### config.mk
export PLATFORM = sky130hd
export DESIGN_NAME = flag_fifo
export DESIGN_NICKNAME = d
export VERILOG_FILES = /design/src/rtl/flag_fifo.sv
export SDC_FILE = /design/constraint.sdc
export NUM_CORES = 1
export LEC_CHECK = 0
export CAP_MARGIN = 20
export CORE_MARGIN = 5
export CORE_UTILIZATION = 49
export DETAILED_ROUTE_END_ITERATION = 6
export DONT_BUFFER_PORTS = 1
export PLACE_DENSITY = 0.72
export SETUP_SLACK_MARGIN = 0.5
export SKIP_LAST_GASP = 1
export SYNTH_ARGS = -nofsm -noshare
export SYNTH_HDL_FRONTEND = slang
export SYNTH_SLANG_ARGS = --single-unit
### constraint.sdc
create_clock -name i_clk -period 4.7 [get_ports i_clk]
set_clock_uncertainty 0.05 [all_clocks]
set_input_delay 1.175 -clock i_clk [delete_from_list [all_inputs] [get_ports i_clk]]
set_output_delay 1.175 -clock i_clk [all_outputs]
set_load 0.01 [all_outputs]
### src/rtl/flag_fifo.sv
// flag_fifo -- first-word-fall-through FIFO that sits between the UART
// rx/tx blocks and the bus register interface. It replaces the old
// single-word flag buffer with a DEPTH-entry buffer.
//
// Parameters:
//   WORD_WIDTH  data word width in bits
//   DEPTH       number of entries (power of two, >= 2)
//   OVERWRITE   0: drop a push that finds the FIFO full
//               1: overwrite the oldest word on a full push
//
// Ports:
//   i_clk            clock, rising edge
//   i_rst_n          asynchronous active-low reset
//   i_wr_en, i_din   push strobe and data
//   i_rd_en          pop strobe (removes the head word)
//   i_err_clear      clears both sticky error flags
//   o_dout           head word (mem[rd_ptr])
//   o_flag           FIFO not empty
//   o_full           FIFO holds DEPTH words
//   o_count          occupancy, 0..DEPTH
//   o_overflow_err   sticky: a push found the FIFO full (and no pop with it)
//   o_underflow_err  sticky: a pop found the FIFO empty
//
// Every output is a register or a decode of registers, so there is no
// combinational path from any input to any output.
module flag_fifo #(
  parameter int WORD_WIDTH = 8,
  parameter int DEPTH      = 4,
  parameter int OVERWRITE  = 0
) (
  input  logic                   i_clk,
  input  logic                   i_rst_n,
  input  logic                   i_wr_en,
  input  logic [WORD_WIDTH-1:0]  i_din,
  input  logic                   i_rd_en,
  input  logic                   i_err_clear,
  output logic [WORD_WIDTH-1:0]  o_dout,
  output logic                   o_flag,
  output logic                   o_full,
  output logic [$clog2(DEPTH):0] o_count,
  output logic                   o_overflow_err,
  output logic                   o_underflow_err
);

  localparam int PTR_W = $clog2(DEPTH);
  localparam int CNT_W = PTR_W + 1;
  localparam bit OW    = (OVERWRITE != 0);

  // Elaboration-time parameter check.
  generate
    if (DEPTH < 2 || (DEPTH & (DEPTH - 1)) != 0) begin : g_bad_depth
      $error("flag_fifo: DEPTH must be a power of two and at least 2");
    end
  endgenerate

  logic [WORD_WIDTH-1:0] mem_reg [DEPTH];
  logic [PTR_W-1:0]      wr_ptr_reg, wr_ptr_next;
  logic [PTR_W-1:0]      rd_ptr_reg, rd_ptr_next;
  logic [CNT_W-1:0]      count_reg, count_next;
  logic                  ovf_reg, ovf_next;
  logic                  unf_reg, unf_next;

  logic empty;
  logic full;
  logic do_write;
  logic rd_adv;
  logic ovf_event;
  logic unf_event;

  assign empty = (count_reg == '0);
  assign full  = (count_reg == CNT_W'(DEPTH));

  // A push is written unless the FIFO is full with no simultaneous pop and
  // the drop policy is selected.
  assign do_write = i_wr_en && (!full || i_rd_en || OW);

  // The read pointer advances on a real pop, and also on an overwriting
  // push so that the head moves past the word that was just replaced.
  assign rd_adv = (i_rd_en && !empty) || (i_wr_en && !i_rd_en && full && OW);

  // A push together with a pop on a full FIFO is a plain exchange, not an
  // overflow.
  assign ovf_event = i_wr_en && !i_rd_en && full;
  assign unf_event = i_rd_en && empty;

  always_comb begin
    wr_ptr_next = wr_ptr_reg;
    rd_ptr_next = rd_ptr_reg;
    count_next  = count_reg;
    if (do_write) begin
      wr_ptr_next = wr_ptr_reg + 1'b1;
    end
    if (rd_adv) begin
      rd_ptr_next = rd_ptr_reg + 1'b1;
    end
    if (do_write && !rd_adv) begin
      count_next = count_reg + 1'b1;
    end else if (rd_adv && !do_write) begin
      count_next = count_reg - 1'b1;
    end
    // Setting an error wins over clearing it in the same cycle.
    ovf_next = ovf_event || (ovf_reg && !i_err_clear);
    unf_next = unf_event || (unf_reg && !i_err_clear);
  end

  always_ff @(posedge i_clk or negedge i_rst_n) begin
    if (!i_rst_n) begin
      wr_ptr_reg <= '0;
      rd_ptr_reg <= '0;
      count_reg  <= '0;
      ovf_reg    <= 1'b0;
      unf_reg    <= 1'b0;
    end else begin
      wr_ptr_reg <= wr_ptr_next;
      rd_ptr_reg <= rd_ptr_next;
      count_reg  <= count_next;
      ovf_reg    <= ovf_next;
      unf_reg    <= unf_next;
    end
  end

  // Storage words are individual reset registers so the head reads 0 after
  // reset; popped words are left in place.
  generate
    for (genvar gi = 0; gi < DEPTH; gi++) begin : g_mem
      always_ff @(posedge i_clk or negedge i_rst_n) begin
        if (!i_rst_n) begin
          mem_reg[gi] <= '0;
        end else if (do_write && (wr_ptr_reg == PTR_W'(gi))) begin
          mem_reg[gi] <= i_din;
        end
      end
    end
  endgenerate

  assign o_dout          = mem_reg[rd_ptr_reg];
  assign o_flag          = !empty;
  assign o_full          = full;
  assign o_count         = count_reg;
  assign o_overflow_err  = ovf_reg;
  assign o_underflow_err = unf_reg;

endmodule

==> metrics.csv <==
stage,metric,value,unit
outcome,outcome,finished clean,
clock_tree,clockBufferDepth,2,
synthesis,yosys.cell_types.count,20,
cells_and_area,final_util,54.3,%
sta,fin_crit,2.92,ns
setup_path,max_stage_delay,0.75,ns
clock_tree,cts_made_buffers,5,
global_routing,grt_usage,14.5,%
sta,setup_viol,0,
global_routing,grt_pass1_vias,1139,
cells_and_area,fill_cells,328,
global_routing,grt_remaining_overflow,0,
sta,drv_slew,0,
worst_hold_path,min_from,mem_reg[5],
setup_path,rrSetupSlack,2.27,ns
placed_design,dp_worst_setup_slack,1.66,ns
synthesis,synth_seq_cells,41,
synthesis,synthCells,122,
synthesis,synth_area,0.00203,mm2
cells_and_area,largest_register_ff_count,32,
floorplan,die_x,74.4,um
drt,detail-route-antenna-nets,0,
setup_path,cp.required,3.47,ns
setup_path,r2r-start,o_count[1],
setup_path,crit_slowest_cell,dfrtp_1,
sta,tns,0,ns
cells_and_area,diodes,0,
placed_design,placed_area,0.00204,mm2
power,p_total,1.67,mW
drt,drc,0,
setup_path,crit_arrival,1.69,ns
sta,setup_slack,1.78,ns
clock_tree,clock_latency,0.29,ns
setup_path,path_buf_inv,0,
cells_and_area,area_delta_synth_final,7.02,%
synthesis,yosysSeqAreaShare,50.5,%
clock_tree,ctsHtreeMaxLevel,2,
placed_design,dpl.cell_count,166,
sta,rsz0062_at_grt,false,
sta,maxClockFrequency,343,MHz
floorplan,start_util,50.8,%
drt,num_vias,977,
cells_and_area,final_area,0.00217,mm2
synthesis,yosysTopAreaCellShare,50.5,%
power,p_leak,0.976,nW
floorplan,core,0.00400,mm2
setup_path,worstPathMaxFanout,10,
synthesis,avgSynthCellArea,16.6,um2
global_routing,grt_max_degree,42,
global_routing,grt_pass1_wl,5.87,mm
clock_tree,cts-hold-fix-buffers,0,
synthesis,yosys_warnings,0,
placed_design,port_buffers,0,
cells_and_area,layout-drive-gt1-share,45.2,%
synthesis,yosys.area.top_type,dfrtp_1,
setup_path,crit_path_start_kind,register,
drt,vias_per_cell,5.61,
sta,finalHoldViolCount,0,
clock_tree,cts.sinks,41,
synthesis,synth_area_leaders,"dfrtp_1, mux2_4, mux4_2",
drt,wire_per_inst,20.5,um
job,drv_cap,0,
cells_and_area,final_cells,174,
clock_tree,post_cts_buffers,0,
power,ir_drop,0.000307,V
floorplan,io-pin-count,28,
placed_design,routabilityCongestion,0.702,
clock_tree,root_buffer,clkbuf_8,
setup_path,critPathCaptureType,primary output,
sta,post-route-period-util,62.1,%
placed_design,dp_hpwl,2.37,mm
drt,drt_wl_total,3.57,mm
cells_and_area,final_nets,142,
worst_hold_path,hold_path_depth,1,
setup_path,critical_path.top_delay_family,flip-flops,
sta,tightest_slew,0.636,ns
clock_tree,clk_pin_slew_worst_paths,0.08,ns
worst_hold_path,hold_path_class,register to register,
sta,slew_headroom,57.6,%
floorplan,chipHeight,74.4,um
setup_path,path_cells,mux4_2,
drt,drt_iter0_markers,26,
setup_path,timing.rr.end,o_count[1],
drt,firstDrtPassIters,4,
worst_hold_path,holdPathEnd,mem_reg[5],
setup_path,criticalPathCategory,register to primary output,
power,p_per_area,768,mW/mm2
global_routing,antenna_found_initial,0,
clock_tree,tritoncts,built,
sta,hold_ws,0.461,ns
synthesis,synth_nets,141,
clock_tree,cts_resized,0,
floorplan,die_area,0.00553,mm2
floorplan,rows,23,
setup_path,r2r_cells,7,
[layout by cell type, fill, tap and decap left out]
| master | synthesis | final |
|---|---|---|
| and3_4 | 4 | 4 |
| bufinv_16 | 0 | 2 |
| clkbuf_8 | 0 | 5 |
| clkinv_2 | 0 | 1 |
| dfrtp_1 | 41 | 41 |
| fa_1 | 1 | 1 |
| ha_1 | 5 | 5 |
| inv_1 | 8 | 8 |
| mux2_2 | 2 | 2 |
| mux2_4 | 32 | 32 |
| mux4_2 | 8 | 8 |
| nand2_1 | 2 | 2 |
| nand3_1 | 1 | 1 |
| nor2_1 | 1 | 1 |
| nor3b_1 | 1 | 1 |
| o22ai_1 | 2 | 2 |
| or3_2 | 1 | 1 |
| or4b_4 | 1 | 1 |
| xnor2_1 | 4 | 4 |
| xor2_1 | 2 | 2 |
[per-layer routing]
layer	vias up	GRT usage [%]	wire length (um)
met4	0	4.15	42
met5	-	0	0
met2	31	23.0	1780
met3	7	5.14	247
met1	507	19.0	1500
li1	432	-	-
[synth_stat cells (all sizes together)]
cell,count
nand2,2
o22ai,2
xnor2,4
inv,8
buf,6
mux2,34
mux4,8
or4b,1
dfrtp,41
ha,5
and3,4
xor2,2
or3,1
fa,1
nor2,1
nand3,1
nor3b,1
[logic make-up (layout without fill, tap and decap cells)]
family / Yosys count / count (layout) / share of synthesized area, %
mux: 42 / 42 / 33.6
flops: 41 / 41 / 50.5
buf+inv: 14 / 16 / 4.13
simple gates: 11 / 11 / 4.44
fa+ha+maj: 6 / 6 / 4.07
xor+xnor: 6 / 6 / 2.59
compound gates: 2 / 2 / 0.616
[where the power goes]
part | switching (mW) | internal, mW | leakage (nW)
Sequential | 0.171 | 0.533 | 0.488
Clock | 0.122 | 0.211 | 0.0681
Combinational | 0.214 | 0.419 | 0.420
Total | 0.507 | 1.16 | 0.976
[final cells by class]
cell class                 count  area, um2  share of cell area (%)
tap                           50       62.6                    2.88
multi-input combinational     67        921                    42.4
clock buffer                   5       68.8                    3.17
clock inverter                 3       65.1                    2.99
sequential                    41       1030                    47.2
inverter                       8       30.0                    1.38
[how the worst max path moves through the flow]
stage	startpoint	cells past startpoint	end	slack, ns
4_1_cts	rd_ptr_reg[0]	1	o_dout[1]	1.74
3_5_place_dp	i_rd_en	7	o_count[1]	1.66
5_1_grt	rd_ptr_reg[0]	1	o_dout[1]	1.67
6_report	rd_ptr_reg[0]	1	o_dout[1]	1.78
3_3_place_gp	i_rd_en	7	o_count[1]	1.70
2_1_floorplan	i_rd_en	7	o_count[1]	1.75
Power figures use the tool's default switching activity.
